## config.mk

```make
export PLATFORM = sky130hd
export DESIGN_NAME = ram_delay_line_prog
export DESIGN_NICKNAME = d
export VERILOG_FILES = /design/src/rtl/ram_delay_pkg.sv /design/src/rtl/sdp_ram_2reg.sv /design/src/rtl/ram_delay_line_prog.sv
export SDC_FILE = /design/constraint.sdc
export NUM_CORES = 2
export LEC_CHECK = 0
export CAP_MARGIN = 5
export CORE_MARGIN = 10
export CORE_UTILIZATION = 30
export DETAILED_ROUTE_END_ITERATION = 7
export HOLD_SLACK_MARGIN = 0.05
export SETUP_SLACK_MARGIN = 0.15
export SLEW_MARGIN = 0
export SYNTH_ARGS = -nofsm -noshare
export SYNTH_HDL_FRONTEND = slang
export SYNTH_SLANG_ARGS = --single-unit
```

## constraint.sdc

```tcl
create_clock -name clock -period 10.3 [get_ports clock]
set_input_delay 2.575 -clock clock [delete_from_list [all_inputs] [get_ports clock]]
set_output_delay 2.575 -clock clock [all_outputs]
set_load 0.005 [all_outputs]
```

## src/rtl/ram_delay_pkg.sv

```systemverilog
// Shared constants and the delay clamp used by the programmable RAM delay line.
package ram_delay_pkg;

    localparam int MIN_DELAY    = 3;
    localparam int RAM_PIPE_LAT = 2;

    // The floor of 3 keeps the write address away from the registered read address.
    function automatic logic [31:0] clamp_delay(input logic [31:0] value, input logic [31:0] max_delay);
        logic [31:0] result;
        if (value < 32'(MIN_DELAY)) begin
            result = 32'(MIN_DELAY);
        end else if (value > max_delay) begin
            result = max_delay;
        end else begin
            result = value;
        end
        return result;
    endfunction

endpackage

```

## src/rtl/sdp_ram_2reg.sv

```systemverilog
// Simple dual-port inferred RAM with a registered read address and a registered output,
// both advancing on a shared clock enable.
module sdp_ram_2reg #(
    parameter int WIDTH      = 64,
    parameter int ADDR_WIDTH = 5
) (
    input  logic                  clock,
    input  logic                  rst_n,
    input  logic                  ce,
    input  logic                  we,
    input  logic [ADDR_WIDTH-1:0] wr_addr,
    input  logic [WIDTH-1:0]      wr_data,
    input  logic [ADDR_WIDTH-1:0] rd_addr,
    output logic [WIDTH-1:0]      rd_data
);

    logic [WIDTH-1:0]      mem_r [0:(1<<ADDR_WIDTH)-1];
    logic [ADDR_WIDTH-1:0] rd_addr_r;
    logic [WIDTH-1:0]      rd_data_r;

    // Storage array: no reset so it maps onto block RAM.
    always_ff @(posedge clock) begin
        if (we) begin
            mem_r[wr_addr] <= wr_data;
        end
    end

    // Read pipeline: address register then output register.
    always_ff @(posedge clock) begin
        if (!rst_n) begin
            rd_addr_r <= '0;
            rd_data_r <= '0;
        end else if (ce) begin
            rd_addr_r <= rd_addr;
            rd_data_r <= mem_r[rd_addr_r];
        end
    end

    assign rd_data = rd_data_r;

endmodule

```

## src/rtl/ram_delay_line_prog.sv

```systemverilog
// Multi-lane RAM delay line with a run-time programmable delay and output-valid tracking.
module ram_delay_line_prog
    import ram_delay_pkg::*;
#(
    parameter int NUM_CHAN      = 4,
    parameter int WIDTH         = 16,
    parameter int ADDR_WIDTH    = 5,
    parameter int MAX_DELAY     = 24,
    parameter int DEFAULT_DELAY = 7,
    parameter bit ZERO_INVALID  = 1'b1
) (
    input  logic                        clock,
    input  logic                        rst_n,
    input  logic                        enable,
    input  logic [ADDR_WIDTH-1:0]       delay_in,
    input  logic                        delay_load,
    input  logic [NUM_CHAN*WIDTH-1:0]   data_in,
    output logic [NUM_CHAN*WIDTH-1:0]   data_out,
    output logic                        out_valid,
    output logic [ADDR_WIDTH-1:0]       delay_cur
);

    localparam int DW = NUM_CHAN * WIDTH;

    logic [ADDR_WIDTH-1:0] pointer_r;
    logic [ADDR_WIDTH-1:0] delay_r;
    logic [ADDR_WIDTH-1:0] fill_r;
    logic                  valid_r;
    logic [ADDR_WIDTH-1:0] delay_ld_s;
    logic [ADDR_WIDTH-1:0] delay_eff_s;
    logic [ADDR_WIDTH-1:0] wr_addr_s;
    logic [ADDR_WIDTH-1:0] fill_inc_s;
    logic [DW-1:0]         ram_q_s;
    logic                  ram_we_s;

    assign delay_ld_s = ADDR_WIDTH'(clamp_delay(32'(delay_in), 32'(MAX_DELAY)));

    // A sample written on the load cycle already belongs to the new delay, so the
    // write address uses the incoming clamped value on that cycle only.
    always_comb begin
        delay_eff_s = delay_r;
        if (delay_load) begin
            delay_eff_s = delay_ld_s;
        end else begin
            delay_eff_s = delay_r;
        end
    end

    assign wr_addr_s = pointer_r + delay_eff_s - ADDR_WIDTH'(RAM_PIPE_LAT);
    assign ram_we_s  = enable & rst_n;

    // Saturating fill increment.
    always_comb begin
        fill_inc_s = fill_r;
        if (fill_r < delay_r) begin
            fill_inc_s = fill_r + {{(ADDR_WIDTH-1){1'b0}}, 1'b1};
        end else begin
            fill_inc_s = fill_r;
        end
    end

    // Pointer, delay, fill and valid state.
    always_ff @(posedge clock) begin
        if (!rst_n) begin
            pointer_r <= '0;
            delay_r   <= ADDR_WIDTH'(DEFAULT_DELAY);
            fill_r    <= '0;
            valid_r   <= 1'b0;
        end else begin
            if (enable) begin
                pointer_r <= pointer_r + {{(ADDR_WIDTH-1){1'b0}}, 1'b1};
            end
            if (delay_load) begin
                delay_r <= delay_ld_s;
                fill_r  <= enable ? {{(ADDR_WIDTH-1){1'b0}}, 1'b1} : '0;
                valid_r <= 1'b0;
            end else if (enable) begin
                fill_r  <= fill_inc_s;
                valid_r <= (fill_inc_s == delay_r);
            end
        end
    end

    sdp_ram_2reg #(
        .WIDTH      (DW),
        .ADDR_WIDTH (ADDR_WIDTH)
    ) u_ram (
        .clock   (clock),
        .rst_n   (rst_n),
        .ce      (enable),
        .we      (ram_we_s),
        .wr_addr (wr_addr_s),
        .wr_data (data_in),
        .rd_addr (pointer_r),
        .rd_data (ram_q_s)
    );

    assign data_out  = (ZERO_INVALID && !valid_r) ? '0 : ram_q_s;
    assign out_valid = valid_r;
    assign delay_cur = delay_r;

endmodule

```

# After elaboration in Yosys (flattened, before gate mapping)
# Memory sizes are Yosys's and may differ from the RTL's. A register that Yosys moved wholly into a read port is not among the register bits.
# Index checks and enable logic that the tools add are counted.
[op_classes]
addsub = 4
mul = 0
div_mod_pow = 0
order_cmp = 3
eq_ne = 1
shifts = 0
n_mux = 10
bitwise = 2
reduce_logical = 3
[ops]
columns = ["operator", "n"]
rows = [
  ["$mux 64", 1],
  ["$mux 5", 6],
  ["$add 5x1->5 const B", 2],
  ["$add 5x5->5", 1],
  ["$eq 5x5->1", 1],
  ["$gt 5x5->1 const B", 1],
  ["$lt 5x2->1 const B", 1],
  ["$lt 5x5->1", 1],
  ["$sub 5x2->5 const B", 1],
  ["$mux 1", 3],
  ["$reduce_bool 2->1", 1],
  ["$reduce_or 2->1", 1],
  ["$and 1x1->1", 1],
  ["$logic_not 1->1", 1],
  ["$not 1->1", 1],
]
[word_totals]
regBits = 21
latchBits = 0
ramBits = 2048
mem_bits_ro = 0
input_bits = 73
output_inout_bits = 70
wordCells = 29
memories = 1
[memory_table]
columns = ["name", "depth", "width", "rd", "rd_ports_with_merged_regs", "wr", "line", "rtl"]
rows = [
  ["u_ram.mem_r", 32, 64, 1, 1, 1, "sdp_ram_2reg.sv:17", "logic [WIDTH-1:0] mem_r [0:(1<<ADDR_WIDTH)-1];"],
]

# Logic depth before layout (Yosys ltp)
[logic_depth]
ltp_word = 6
depth_mapped = 12
depth_no_buf = 12

# Modules after synthesis
# From an unflattened synthesis, not the netlist that was laid out.
[unflattened]
cells_unflattened = 4231
hier_area_um2 = 83266.1
[by_module_without_submodules]
columns = ["module", "instances", "cells_per_inst", "area_each_um2", "seq_area_each_um2"]
rows = [
  ["sdp_ram_2reg", 1, 4024, 81654.6, 62880.3],
  ["ram_delay_line_prog", 1, 207, 1611.5, 320.3],
]

# Worst setup path before layout
# No wires, ideal clock.
[synth_path]
path_type = "input-to-reg"
start = "input delay_in[4]"
end = "memory u_ram.mem_r[18][0], enable pin"
arrival_ns = 7.127
slack_ns = 2.686
cell_stages = 12
path_buffers = 1
path_cell_list = "nor2_1 -> nor2_1 -> o221ai_1 -> o21ai_0 -> ha_1 -> inv_1 -> ha_1 -> fa_1 -> xnor2_1 -> nand2b_1 -> buf_1 -> nor2_1"
[synth_between]
elab_chain_cells = 6
word_cells_on_any_way = 7
classes_between = "add/sub: 2; order compare: 2; mux: 3"
[synth_lines]
columns = ["element", "line", "rtl"]
rows = [
  ["start: declaration", "ram_delay_line_prog.sv:15", "input logic [ADDR_WIDTH-1:0] delay_in,"],
  ["$gt 5x5->1", "ram_delay_pkg.sv:12", "end else if (value > max_delay) begin"],
  ["$mux 5", "ram_delay_pkg.sv:12", ""],
  ["$mux 5 *", "ram_delay_pkg.sv:10", "if (value < 32'(MIN_DELAY)) begin"],
  ["$mux 5 *", "ram_delay_line_prog.sv:42", "if (delay_load) begin"],
  ["$add 5x5->5 *", "ram_delay_line_prog.sv:49", "assign wr_addr_s = pointer_r + delay_eff_s - ADDR_WIDTH'(RAM_PIPE_LAT);"],
  ["$sub 5x2->5 *", "ram_delay_line_prog.sv:49", ""],
  ["end: declaration", "sdp_ram_2reg.sv:17", ""],
]
# Mark *: on every way between the ends. The rest lies on a longest branch, timed or not.

# Worst setup path in the final report
[layout_path]
start = "input delay_in[4]"
end = "memory u_ram.mem_r[2][10], enable pin"
# Same word-level chain as after synthesis.

==> flow_metrics.py <==
metrics = {
    "outcome": {
        "run_status": "completed",
    },
    "final_layout": {
        "final-instance-count-excl-fill": 7827,
        "final_cell_area_um2": 95000,
        "final_nets": 4139,
        "flow.area_growth_from_synthesis_pct": 15.6,
        "layout-drive-gt1-share": 0.251,
        "final.fill_count": 25000,
    },
    "synth": {
        "syn-mean-instance-area_um2": 21.7,
        "syn-num-nets": 3882,
        "synth_top_cell_area_share": 0.748,
        "synth_edf_count": 2048,
        "yosys-top-cells-count": "2048 x edfxtp_1, 512 x mux4_2, 134 x o21ai_0",
        "synth_top_flop_cell": "edfxtp_1",
        "asyncSetResetFlopFracSynth": 0,
        "synthDominantAreaCellType": "edfxtp_1",
        "yosys.cell_count.top_type": "edfxtp_1",
        "synth_cells": 3795,
        "netlist_top_cells_area": "edfxtp_1 75%, mux4_2 14%, dfxtp_1 2.1%",
        "synth_warnings": 0,
        "synth-seq-area-share": 0.769,
        "synth_area_um2": 82200,
        "netlist-cell-type-count": 43,
        "synth-seq-cells": 2133,
    },
    "worst_setup_path": {
        "worst_setup_path_start_kind": "input port",
        "r2r_cells": 9,
        "worstSetupPathType": "in -> reg",
        "timing.critical_path.buf_inv": 3,
        "regToRegStartpoint": "delay_cur[1]$_SDFF_PN1_",
        "cpPeakStageDelay_ns": 0.98,
        "path_cells": "clkdlybuf4s50_1 > nor2_1 > nor2_1 > o221ai_1 > o21ai_0 > ha_1 > inv_1 > ha_1 > fa_1 > xnor2_1 > nand2b_1 > nor2_4 > buf_4",
        "cp_max_fo": 26,
        "critical_path.top_delay_family": "simple AND/OR/NAND/NOR gates",
        "r2r_setup_slack_ns": 5.69,
        "critical_path_arrival_ns": 7.24,
        "r2r-end": "u_ram.mem_r[2][10]$_DFFE_PP_",
        "slowest_stage_cell_on_the_critical_path": "nor2_4",
        "crit_path_end_kind": "flip-flop",
        "critPathRequiredTime_ns": 10.77,
    },
    "timing": {
        "hold-worst-slack_ns": 0.535,
        "setup_slack_ns": 3.53,
        "slew-limit-headroom": 0.147,
        "timing_worst_slew_pin_value_ns": 1.28,
        "totalNegativeSetupSlack_ns": 0,
        "unrepaired_setup_endpoints_after_global_routing": "false",
        "final_period_minus_worst_setup_slack_ns": 6.77,
        "slew_violations": 0,
        "hold_violations": 0,
        "finalCritPeriodShare": 0.657,
        "max_freq_ghz": 0.148,
        "timing.clock.skew_ns": 0.0398,
        "timing.final.setup_violations": 0,
    },
    "global_route": {
        "grt_pass1_wl_um": 305000,
        "grt_start_max_net_pins": 106,
        "first_global_vias": 40200,
        "grt_antenna_before_repair": 16,
        "grt_overflow_total": 0,
        "gr-usage-all-layers": 0.141,
    },
    "detailed_routing": {
        "initial_drc_count": 4292,
        "vias": 39400,
        "vias_per_cell": 5.04,
        "drc": 0,
        "postRouteWirelength_um": 213000,
        "drt-pass1-iter-count": 8,
        "detail_route_antenna_nets": 0,
        "wl_per_cell_um": 27.2,
    },
    "place": {
        "place_congestion": 0.763,
        "buffer_ports.inserted": 142,
        "detailed_place.area_um2": 88200,
        "placedCellCount": 7431,
        "pre_cts_slack_ns": 2.58,
        "place_hpwl_um": 123000,
    },
    "clock_tree": {
        "ctsResizeCount": 0,
        "root_buffer": "clkbuf_16",
        "postcts_setup_bufs": 0,
        "clk_transition_reported_paths_ns": 0.06,
        "cts_buffer_count": 206,
        "htree_depth": 4,
        "cts_tree": "built",
        "cts.sinks": 2133,
        "cts_buffer_depth": 3,
        "clock_insertion_delay_worst_skew_ns": 0.85,
        "post_cts_hold_buffer_count": 0,
    },
    "power": {
        "p_leak_nw": 28.2,
        "power.ir.vdd_worst_uv": 150,
        "power_density_normalized_to_cell_area_nw_per_um2": 191,
    },
    "floorplan": {
        "rows": 192,
        "core-area_um2": 273000,
        "pin_count": 143,
        "initial_core_util": 0.301,
        "die_h_um": 543,
        "floorplan.die_area_um2": 295000,
        "floorplan.die.width_um": 543,
    },
    "flow_run": {
        "maxCapViolCount": 0,
    },
    "min_path": {
        "worst_hold_path.num_cells": 2,
        "holdCritPathClass": "reg -> reg",
        "hp-start": "fill_r[4]$_SDFFE_PN0P_",
        "holdPathEnd": "fill_r[4]$_SDFFE_PN0P_",
    },
}
[kinds of logic after synthesis]
| family | Yosys count | synth area share |
|---|---|---|
| flops | 2133 | 0.769 |
| xor+xnor | 19 | 0.00203 |
| compound gates | 400 | 0.0287 |
| fa+ha+maj | 14 | 0.00222 |
| simple gates | 292 | 0.0190 |
| mux | 703 | 0.164 |
| buf+inv | 234 | 0.0145 |
[stage by stage]
stage	power (W)	utilization
after detailed placement	0.0108	0.323
after CTS	0.0183	0.348
after floorplan	0.0104	-
after global routing	0.0187	0.348
final	0.0181	0.348
after global placement	0.0108	0.323
[cell usage in the layout (no fill, tap or decap), types with 39 or more instances in the layout]
cell,instances
dfxtp_1,80
mux2_2,59
a21oi_1,64
edfxtp_1,2048
o21ai_0,134
o22ai_1,69
and2_1,68
mux4_2,512
buf_4,115
nor2_1,65
nor2b_1,68
o21ai_1,59
clkinv_2,39
a211o_1,59
mux2i_1,132
clkbuf_16,211
clkdlybuf4s50_1,126
clkbuf_1,47
[registers in the layout, indices dropped and copies added, names as in the netlist]
name,count
out_valid,1
fill_r,5
u_ram.rd_data,64
pointer_r,5
delay_cur,5
u_ram.mem_r,2048
u_ram.rd_addr_r,5
[layout make-up]
class | instances | area, um2 | share of cell area
Clock buffer | 274 | 5670 | 0.0596
Multi-Input combinational cell | 1428 | 18100 | 0.190
Antenna cell | 8 | 20.0 | 0.000211
Inverter | 16 | 60.1 | 0.000632
Tap cell | 3589 | 4490 | 0.0473
Clock inverter | 112 | 1090 | 0.0114
Timing Repair Buffer | 267 | 2440 | 0.0257
Sequential cell | 2133 | 63200 | 0.665
[report_power, final]
group	internal (W)	leakage, nW	switching (W)
logic	0.000303	5.78	0.000572
registers	0.00967	19.1	0.0000574
clock network	0.00430	3.30	0.00324
[layer usage]
metal	share of wire	track usage	wire [um]	up-vias
met5	0.00016	0	35	-
met3	0.061	0.0220	12900	280
met1	0.42	0.194	90500	21300
met4	0.024	0.0362	5200	6
li1	-	-	-	16400
met2	0.49	0.234	105000	1448
[worst register-to-register path: cells and delay by family, from the launching register on]
kind | cells | cell delay, ns
buffers and inverters | 2 | 0.59
adder cells (fa/ha/maj) | 3 | 0.91
AND/OR/NAND/NOR | 2 | 1.47
XOR/XNOR | 1 | 0.26
flip-flops | 1 | 0.37
AO/OA/AOI/OAI | 1 | 0.59
[worst max-delay path by stage]
stage	from	endpoint	slack (ns)	cells after the start
global route	delay_in[4]	u_ram.mem_r[2][12]$_DFFE_PP_	3.37	13
finish	delay_in[4]	u_ram.mem_r[2][10]$_DFFE_PP_	3.53	13
detailed placement	delay_in[4]	u_ram.mem_r[2][12]$_DFFE_PP_	2.58	13
CTS	delay_in[4]	u_ram.mem_r[2][9]$_DFFE_PP_	3.49	13
global placement	delay_in[4]	u_ram.mem_r[2][12]$_DFFE_PP_	2.61	13
floorplan	delay_in[4]	u_ram.mem_r[18][0]$_DFFE_PP_	2.69	12
(Power assumes the default switching activity.)
